[config.mk]
export PLATFORM = sky130hd
export DESIGN_NAME = pool1
export DESIGN_NICKNAME = d
export VERILOG_FILES = /design/src/rtl/pool1.sv
export SDC_FILE = /design/constraint.sdc
export NUM_CORES = 1
export LEC_CHECK = 0
export BUFFER_PORTS_ARGS = -buffer_cell sky130_fd_sc_hd__buf_2
export CAP_MARGIN = 15
export CORE_ASPECT_RATIO = 1.1
export CORE_MARGIN = 5
export CORE_UTILIZATION = 40
export DETAILED_ROUTE_END_ITERATION = 6
export MAX_ROUTING_LAYER = met4
export PLACE_DENSITY = 0.6
export SYNTH_ARGS = -nofsm -noshare
export SYNTH_HDL_FRONTEND = slang
export SYNTH_SLANG_ARGS = --single-unit
[constraint.sdc]
create_clock -name clk -period 6.95 [get_ports clk]
set_input_delay 0.3475 -clock clk [delete_from_list [all_inputs] [get_ports clk]]
set_output_delay 0.3475 -clock clk [all_outputs]
set_load 0.01 [all_outputs]
[src/rtl/pool1.sv]
// pool1: 2x2 stride-2 signed max pooling over POOL1_DEEP feature maps.
// Reads four samples per window from the conv-result BRAM, tracks the
// running maximum, and writes one result per window to the pool BRAM.
// Optional feature macro: POOL1_RELU_EN clamps negative results to zero.
module pool1 #(
    parameter int DATA_SIZE    = 16,
    parameter int POOL1_INPUT  = 24,
    parameter int POOL1_OUTPUT = 12,
    parameter int POOL1_DEEP   = 6,
    parameter int RD_LAT       = 2
) (
    input  logic                        clk,
    input  logic                        rst,
    input  logic                        pool_1_en,
    output logic                        conv_result_bram_ena,
    output logic [11:0]                 conv_result_bram_addra,
    input  logic signed [DATA_SIZE-1:0] conv_result_bram_douta,
    output logic                        pool_bram_wea,
    output logic [9:0]                  pool_bram_addra,
    output logic signed [DATA_SIZE-1:0] pool_bram_dina,
    output logic                        pool_1_finish
);

    localparam int CH_W = (POOL1_DEEP > 1) ? $clog2(POOL1_DEEP) : 1;
    localparam int RC_W = (POOL1_OUTPUT > 1) ? $clog2(POOL1_OUTPUT) : 1;
    localparam logic [CH_W-1:0] LAST_CH = CH_W'(POOL1_DEEP - 1);
    localparam logic [RC_W-1:0] LAST_RC = RC_W'(POOL1_OUTPUT - 1);
    localparam logic [1:0]      LAST_WT = 2'(RD_LAT - 1);

    typedef enum logic [2:0] {
        S_IDLE,
        S_READ,
        S_WAIT,
        S_WRITE,
        S_DONE
    } state_t;

    state_t                      state_q, state_d;
    logic [CH_W-1:0]             ch_q, ch_d;
    logic [RC_W-1:0]             r_q, r_d;
    logic [RC_W-1:0]             c_q, c_d;
    logic [1:0]                  k_q, k_d;      // sample index within a window
    logic [1:0]                  wt_q, wt_d;    // cycles spent in S_WAIT
    logic [2:0]                  vld_q, vld_d;  // read-issued delay line
    logic [2:0]                  first_q, first_d; // marks sample 0 in the delay line
    logic signed [DATA_SIZE-1:0] max_q, max_d;

    logic [11:0] rd_addr;
    logic [9:0]  wr_addr;
    logic signed [DATA_SIZE-1:0] result;

    // State, counters, read-return tracking and running max.
    // NOTE: sequential state uses non-blocking assignments so every flop samples pre-edge values.
    always_ff @(posedge clk or negedge rst) begin
        if (!rst) begin
            state_q <= S_IDLE;
            ch_q    <= '0;
            r_q     <= '0;
            c_q     <= '0;
            k_q     <= '0;
            wt_q    <= '0;
            vld_q   <= '0;
            first_q <= '0;
            max_q   <= '0;
        end else begin
            state_q <= state_d;
            ch_q    <= ch_d;
            r_q     <= r_d;
            c_q     <= c_d;
            k_q     <= k_d;
            wt_q    <= wt_d;
            vld_q   <= vld_d;
            first_q <= first_d;
            max_q   <= max_d;
        end
    end

    // Next-state, counter advance and max capture from the returning read data.
    // NOTE: every variable gets a default first so no path leaves one unassigned (no latches).
    always_comb begin
        state_d = state_q;
        ch_d    = ch_q;
        r_d     = r_q;
        c_d     = c_q;
        k_d     = k_q;
        wt_d    = wt_q;
        max_d   = max_q;
        vld_d   = {vld_q[1:0], (state_q == S_READ)};
        first_d = {first_q[1:0], (state_q == S_READ) && (k_q == 2'd0)};

        // Data issued RD_LAT cycles ago is on douta now.
        if (vld_q[RD_LAT-1]) begin
            if (first_q[RD_LAT-1] || (conv_result_bram_douta > max_q)) begin
                max_d = conv_result_bram_douta;
            end
        end

        if (!pool_1_en) begin
            state_d = S_IDLE;
            vld_d   = '0;
            first_d = '0;
        end else begin
            case (state_q)
                S_IDLE: begin
                    ch_d    = '0;
                    r_d     = '0;
                    c_d     = '0;
                    k_d     = '0;
                    state_d = S_READ;
                end
                S_READ: begin
                    k_d = k_q + 2'd1;
                    if (k_q == 2'd3) begin
                        wt_d    = '0;
                        state_d = S_WAIT;
                    end
                end
                S_WAIT: begin
                    wt_d = wt_q + 2'd1;
                    if (wt_q == LAST_WT) begin
                        state_d = S_WRITE;
                    end
                end
                S_WRITE: begin
                    k_d     = '0;
                    state_d = S_READ;
                    if (c_q == LAST_RC) begin
                        c_d = '0;
                        if (r_q == LAST_RC) begin
                            r_d = '0;
                            if (ch_q == LAST_CH) begin
                                state_d = S_DONE;
                            end else begin
                                ch_d = ch_q + 1'b1;
                            end
                        end else begin
                            r_d = r_q + 1'b1;
                        end
                    end else begin
                        c_d = c_q + 1'b1;
                    end
                end
                S_DONE: begin
                    state_d = S_DONE;
                end
                default: begin
                    state_d = S_IDLE;
                end
            endcase
        end
    end

    // Address generation and output decode; addresses and data are zero when not strobed.
    always_comb begin
        rd_addr = 12'(ch_q) * 12'(POOL1_INPUT * POOL1_INPUT)
                + (12'({r_q, 1'b0}) + 12'(k_q[1])) * 12'(POOL1_INPUT)
                + 12'({c_q, 1'b0}) + 12'(k_q[0]);
        wr_addr = 10'(ch_q) * 10'(POOL1_OUTPUT * POOL1_OUTPUT)
                + 10'(r_q) * 10'(POOL1_OUTPUT) + 10'(c_q);
`ifdef POOL1_RELU_EN
        result = max_q[DATA_SIZE-1] ? '0 : max_q;
`else
        result = max_q;
`endif
        conv_result_bram_ena   = (state_q == S_READ);
        conv_result_bram_addra = conv_result_bram_ena ? rd_addr : '0;
        pool_bram_wea          = (state_q == S_WRITE);
        pool_bram_addra        = pool_bram_wea ? wr_addr : '0;
        pool_bram_dina         = pool_bram_wea ? result : '0;
        pool_1_finish          = (state_q == S_DONE);
    end

endmodule

==> impl_metrics.tcl, run 1 <==
set metrics [dict create \
    powerDensity_mw_per_mm2 234 \
    synth_top_area_share_pct 31.4 \
    die_w_um 93.0 \
    firstDrtPassIters 4 \
    ys_types 46 \
    start_util_pct 40.8 \
    design.core.area_mm2 0.00743 \
    drv_slew 0 \
    hold_class "in2async" \
    vias 2476 \
    drive_above_1_share_pct 23.3 \
    yosysSeqAreaShare_pct 31.4 \
    drt_iter0_markers 69 \
    fin_crit_sh_pct 49.6 \
    start_kind "register" \
    skew_ns 0.00333 \
    grt_max_degree 39 \
    avgSynthCellArea_um2 9.33 \
    synth_nets 389 \
    grt_pass1_vias 2525 \
    clk_latency_ns 0.29 \
    grt_antenna_before_repair 0 \
    io_pins 60 \
    viasPerCell 5.22 \
    finalSetupViolCount 0 \
    netlist_area_mm2 0.00303 \
    synth_compound_area_share_pct 13.2 \
    synthArstFlopShare_pct 100 \
    critPathArrivalTime_ns 3.10 \
    irDropWorstVdd_v 0.000139 \
    r2r-end "max_q[2]$_DFFE_PN0P_" \
    routedWlPerCell_um 13.9 \
    final_cells 474 \
    critPathKind "reg2out" \
    synth_top_family_by_area "adder cells" \
    slew_headroom_pct 27.6 \
    gp_congestion 0.839 \
    maxCapViolCount 0 \
    num_rows 33 \
    ctsHoldBuffers 0 \
    setup_tns_ns 0 \
    dp_cells 466 \
    synth_fa_ha_area_share_pct 19.6 \
    die_height_um 101 \
    dpl.hpwl_um 5170 \
    insertedDiodeCount 0 \
    htree_levels 2 \
    worstPathMaxFanout 6 \
    post-route-drc-count 0 \
    max_freq_ghz 0.290 \
    finalHoldViolCount 0 \
    worst_slack_ns 3.50 \
    r2r_cells 8 \
    r2r_slack_ns 3.88 \
    postCtsResizedCells 0 \
    synth_top_area_cell "dfrtp_1" \
    synthCells 325 \
    nFillCells 735 \
    routed_wl_um 6590 \
    pwr-share-seq_pct 39.8 \
    place_ws_ns 3.80 \
    switching_power_uw 293 \
    yosys_most_used_dff "dfrtp_1" \
    cts_tree "yes" \
    synth-edff-count 0 \
    swShare_pct 35.8 \
    synth-seq-cells 38 \
    ant_nets 0 \
    portBuffers 59 \
    leakagePower_uw 0.00187 \
    synthToLayoutAreaGrowth_pct 15.3 \
    cts.path.max_buffers 2 \
    clk_pin_slew_ns 0.07 \
    dieArea_mm2 0.00942 \
    crit_required_ns 6.60 \
    clock-sinks 38 \
    post_synth_mux_area_share_pct 7.18 \
    grt_overflow 0 \
    synth_simple_gate_area_share_pct 17.0 \
    p_int_uw 525 \
    tightest_slew_ns 1.08 \
    r2r-start "max_q[15]$_DFFE_PN0P_" \
    synth_xor_area_share_pct 6.07 \
    finalHoldWorstSlack_ns 0.156 \
    grt.total_usage_pct 15.4 \
    startpoint "r_q[0]$_DFFE_PN0P_" \
    finalCriticalPeriod_ns 3.45 \
    status "complete, no violations" \
    cts_setup_buffers 0 \
    clkPwrFrac_pct 19.4 \
    grt_pass1_wl_um 11400 \
    clock_tree.root_cell "clkbuf_8" \
    endpoint "conv_result_bram_addra[11]" \
    synth_area_leaders "dfrtp_1 (31%), ha_1 (17%), mux2_4 (5.0%)" \
    fin_util_pct 47.0 \
    ys_warn_count 0 \
    rsz0062_at_grt "no" \
    final_nets 450 \
    critPathCaptureType "primary output" \
    comb_power_share_pct 40.8 \
    cts_buffers 5 \
]
[worst max-delay path, stage by stage (launching register included)]
cell and delay (ns):
dfrtp_1 0.45, ha_1 0.28, fa_1 0.43, a31oi_1 0.27, xor2_1 0.18, ha_1 0.27, o21a_1 0.14, o21a_1 0.19
o31a_1 0.25, xnor2_1 0.12, nor2_1 0.09, buf_2 0.13
[how the worst min path moves through the flow]
stage | start | to | cells after the start
global route | rst | max_q[9]$_DFFE_PN0P_ | 1
global placement | vld_q[0]$_DFF_PN0_ | vld_q[1]$_DFF_PN0_ | 1
floorplan | rst | c_q[0]$_DFFE_PN0P_ | 0
detailed placement | vld_q[0]$_DFF_PN0_ | vld_q[1]$_DFF_PN0_ | 1
CTS | rst | max_q[11]$_DFFE_PN0P_ | 1
finish | rst | max_q[7]$_DFFE_PN0P_ | 1
[layout make-up]
class / instances / area (um^2) / share of cell area, %
repair buffers: 60 / 303 / 8.66
flip-flops and latches: 38 / 951 / 27.2
clock buffers: 7 / 86.3 / 2.47
inverters: 35 / 131 / 3.76
clock inverters: 1 / 5.00 / 0.143
multi-input cells: 246 / 1910 / 54.7
well taps: 87 / 109 / 3.11
[cells in the mapped netlist, types with 2 or more instances]
| master | count |
|---|---|
| inv_1 | 35 |
| clkbuf_1 | 5 |
| dfrtp_1 | 38 |
| nor3_1 | 7 |
| or3_1 | 3 |
| o211ai_1 | 2 |
| nand3_1 | 5 |
| nor2b_1 | 2 |
| ha_1 | 41 |
| mux2_4 | 10 |
| nand4_1 | 4 |
| and2_1 | 12 |
| o22ai_1 | 2 |
| o31ai_1 | 2 |
| o21bai_1 | 3 |
| xnor2_1 | 12 |
| fa_1 | 4 |
| a21oi_1 | 20 |
| a21o_1 | 3 |
| nand2_1 | 17 |
| or3b_2 | 2 |
| xor2_1 | 9 |
| and3b_1 | 2 |
| mux2_2 | 6 |
| o21ai_0 | 15 |
| nand3b_1 | 3 |
| o21a_1 | 2 |
| nor2_1 | 40 |
| a21boi_0 | 2 |
[logic make-up after synthesis]
kind of cell	Yosys count
mux	16
simple gates	103
compound gates	61
flops	38
fa+ha+maj	45
xor+xnor	21
buf+inv	41
[flip-flops by register name, indices dropped and copies added (netlist names)]
signal and cells:
vld_q 2, ch_q 3, wt_q 2, first_q 2, r_q 4, state_q 3, max_q 16, c_q 4
k_q 2
[power by group through the flow]
stage | Clock [uW] | Combinational, uW | Sequential [uW]
4_1_cts | 164 | 340 | 325
6_report | 159 | 334 | 325
2_1_floorplan | 0 | 266 | 317
5_1_grt | 175 | 380 | 334
3_5_place_dp | 0 | 339 | 328
3_3_place_gp | 0 | 329 | 327
[routing by layer]
layer	global-route usage [%]	share of wire [%]	vias to the layer above
li1	-	-	1247
met1	19.6	48	1179
met2	25.4	47	44
met3	3.05	4.0	6
met4	3.83	1.1	0
met5	-	0	-
[cells in the final DEF (no fill, tap or decap), types with 2 or more instances in the layout]
master,instances
ha_1,41
a21boi_0,2
xor2_1,9
o22ai_1,2
nor2b_1,2
nand3b_1,3
and3b_1,2
and2_1,12
a21oi_1,20
clkbuf_8,6
or3b_2,2
a21o_1,3
nand3_1,5
dfrtp_1,38
mux2_4,10
buf_2,59
o21ai_0,15
o21a_1,2
or3_1,3
xnor2_1,12
o21bai_1,3
o211ai_1,2
fa_1,4
nor2_1,40
o31ai_1,2
nand2_1,17
nand4_1,4
inv_1,35
mux2_2,6
nor3_1,7
[metrics by stage]
stage | area, um^2 | power (uW)
floorplan | 3030 | 583
global placement | 3400 | 656
detailed placement | 3400 | 666
CTS | 3500 | 829
global route | 3500 | 889
finish | 3500 | 818
Note: power is estimated with default switching activity, not from simulation.
==> run 2: changes to the inputs <==
--- a/config.mk
+++ b/config.mk
@@ -12,7 +12,7 @@
 export CORE_UTILIZATION = 40
 export DETAILED_ROUTE_END_ITERATION = 6
 export MAX_ROUTING_LAYER = met4
-export PLACE_DENSITY = 0.6
+export PLACE_DENSITY = 0.62
 export SYNTH_ARGS = -nofsm -noshare
 export SYNTH_HDL_FRONTEND = slang
 export SYNTH_SLANG_ARGS = --single-unit
==> constraint.sdc (replaced) <==
create_clock -name clk -period 3 [get_ports clk]
set_input_delay 0.15 -clock clk [delete_from_list [all_inputs] [get_ports clk]]
set_output_delay 0.15 -clock clk [all_outputs]
set_load 0.01 [all_outputs]
==> run 2 against run 1 <==
Compared with the run above:
- the run now ends with negative setup slack left
- register-to-register slack got worse by 3.5 ns
- final area increased by 8.4%
- clock power increased by 140%
==> impl_metrics.tcl, run 2 (same netlist as run 1, synthesis figures left out) <==
set metrics [dict create \
    htree_levels 2 \
    cts.path.max_buffers 2 \
    swShare_pct 35.8 \
    fin_crit_sh_pct 103 \
    irDropWorstVdd_v 0.000247 \
    viasPerCell 5.09 \
    cts_buffers 5 \
    fin_area_mm2 0.00379 \
    violations "negative setup slack" \
    drv_slew 0 \
    max_freq_ghz 0.324 \
    grt_pass1_wl_um 11400 \
    worstPathMaxFanout 6 \
    critPathTopFamily "adder cells" \
    comb_power_share_pct 42.1 \
    grt.total_usage_pct 15.3 \
    grt_max_degree 39 \
    design.core.area_mm2 0.00743 \
    grt_overflow 0 \
    final_cell_mix "buf_2 (59), nor2_1 (39), ha_1 (36)" \
    finalHoldViolCount 0 \
    cts_tree "yes" \
    place_ws_ns 0.0563 \
    critPathKind "reg2out" \
    nFillCells 687 \
    top_register "max_q" \
    worst_slack_ns -0.0889 \
    switching_power_uw 696 \
    largest_reg_flops 16 \
    slew_headroom_pct 43.9 \
    clk_pin_slew_ns 0.08 \
    die_w_um 93.0 \
    vias 2507 \
    num_rows 33 \
    finalHoldWorstSlack_ns 0.104 \
    wl_met2_um 3350 \
    totalPowerFinal_uw 1940 \
    critPathCaptureType "primary output" \
    critPathMostFrequentCell "o21a_1" \
    firstDrtPassIters 4 \
    drt_iter0_markers 60 \
    rsz0062_at_grt "yes" \
    drive_above_1_share_pct 32.5 \
    min_from "conv_result_bram_douta[12]" \
    routed_wl_um 6890 \
    cp_slowest_stage_delay_ns 0.46 \
    clock_tree.root_cell "clkbuf_8" \
    startpoint "r_q[0]$_DFFE_PN0P_" \
    critPathArrivalTime_ns 2.94 \
    multiInputGateArea_mm2 0.00204 \
    status "finished, violations left" \
    hold_class "in2reg" \
    final_cells 493 \
    dieArea_mm2 0.00942 \
    finalSetupViolCount 2 \
    final_nets 469 \
    skew_ns 0.0109 \
    finalCriticalPeriod_ns 3.09 \
    clock-sinks 38 \
    reg_top3 "max_q (16), c_q (4), r_q (4)" \
    top_layer "met4" \
    clk_latency_ns 0.29 \
    ant_nets 0 \
    tightest_slew_ns 0.842 \
    grt_antenna_before_repair 0 \
    dpl_cell_area_mm2 0.00344 \
    path_buf_inv 2 \
    dpl.hpwl_um 5040 \
    grt_pass1_vias 2511 \
    io_pins 60 \
    regArea_um2 955 \
    gp_congestion 0.789 \
    start_kind "register" \
    pwr-share-seq_pct 38.7 \
    wl_met1_um 3270 \
    dp_cells 471 \
    die_height_um 101 \
    wl_met3_um 228 \
    start_util_pct 40.8 \
    crit_slowest_cell "dfrtp_2" \
    synthToLayoutAreaGrowth_pct 25.1 \
    p_int_uw 1250 \
    layout_commonest_cell "buf_2" \
    maxCapViolCount 0 \
    clkPwrFrac_pct 19.3 \
    leakagePower_uw 0.00198 \
    portBuffers 59 \
    post-route-drc-count 0 \
    routedWlPerCell_um 14.0 \
    path_cells "ha_4 -> inv_2 -> fa_2 -> xnor2_2 -> ha_1 -> and3b_1 -> o21a_1 -> o21a_1 -> o31a_1 -> xnor2_1 -> nor2_1 -> buf_2" \
    r2r-start "max_q[15]$_DFFE_PN0P_" \
    powerDensity_mw_per_mm2 512 \
    crit_required_ns 2.85 \
    insertedDiodeCount 0 \
]
-- run 2: changes by cell type in the layout (fill, tap and decap cells not counted), sizes merged --
cell and delta:
buf +18, clkinvlp +1, clkbuf -1, dlygate4sd3 +1
-- run 2: final timing paths --
check / endpoint / slack, ns / cells after the start
worst max-delay path: conv_result_bram_addra[11] / -0.09 / 12
worst min-delay path: max_q[12]$_DFFE_PN0P_ / 0.10 / 2
worst max register to register: max_q[5]$_DFFE_PN0P_ / 0.34 / 10
worst min register to register: first_q[1]$_DFF_PN0_ / 0.44 / 1
max in group asynchronous: r_q[1]$_DFFE_PN0P_ / 1.92 / 2
min in group asynchronous: max_q[12]$_DFFE_PN0P_ / 0.49 / 2
-- run 2: power by group through the flow --
stage / clock network, uW / logic (uW) / registers (uW)
floorplan: 0 / 616 / 734
global placement: 0 / 791 / 749
detailed placement: 0 / 809 / 756
CTS: 383 / 824 / 750
global route: 407 / 936 / 767
finish: 375 / 817 / 751
-- run 2: through the flow --
step / util (%) / TNS, ns
floorplan: - / 0
global route: 51.0 / -0.376
global placement: 46.3 / 0
finish: 51.0 / -0.0984
detailed placement: 46.3 / 0
CTS: 49.1 / -0.0638
-- run 2: worst register-to-register path: cells and delay by family, from the launching register on --
kind	cells	cell delay, ns
buffers and inverters	3	0.39
flip-flops	1	0.35
AO/OA/AOI/OAI	1	0.09
AND/OR/NAND/NOR	4	1.07
multiplexers	1	0.34
adder cells (fa/ha/maj)	1	0.30
-- run 2: final cells by class --
type | instances | share of cell area, %
Clock inverter | 2 | 0.330
Clock buffer | 6 | 2.18
Sequential cell | 38 | 25.2
Multi-Input combinational cell | 246 | 53.7
Tap cell | 87 | 2.87
Timing Repair Buffer | 79 | 12.2
Inverter | 35 | 3.47
-- run 2: what timing repair did --
action                                 in CTS  in global routing
hold buffers                                1                  0
gates resized for setup                    11                 21
setup endpoints to repair                   4                 22
pin swaps                                   5                 11
endpoints found under the hold margin      19                  0
setup buffers                               7                  6
-- run 2: per-layer routing --
metal,vias to the layer above,global-route usage (%)
met3,5,2.67
met1,1179,19.4
met4,0,3.04
met2,42,25.7
met5,-,-
li1,1281,-
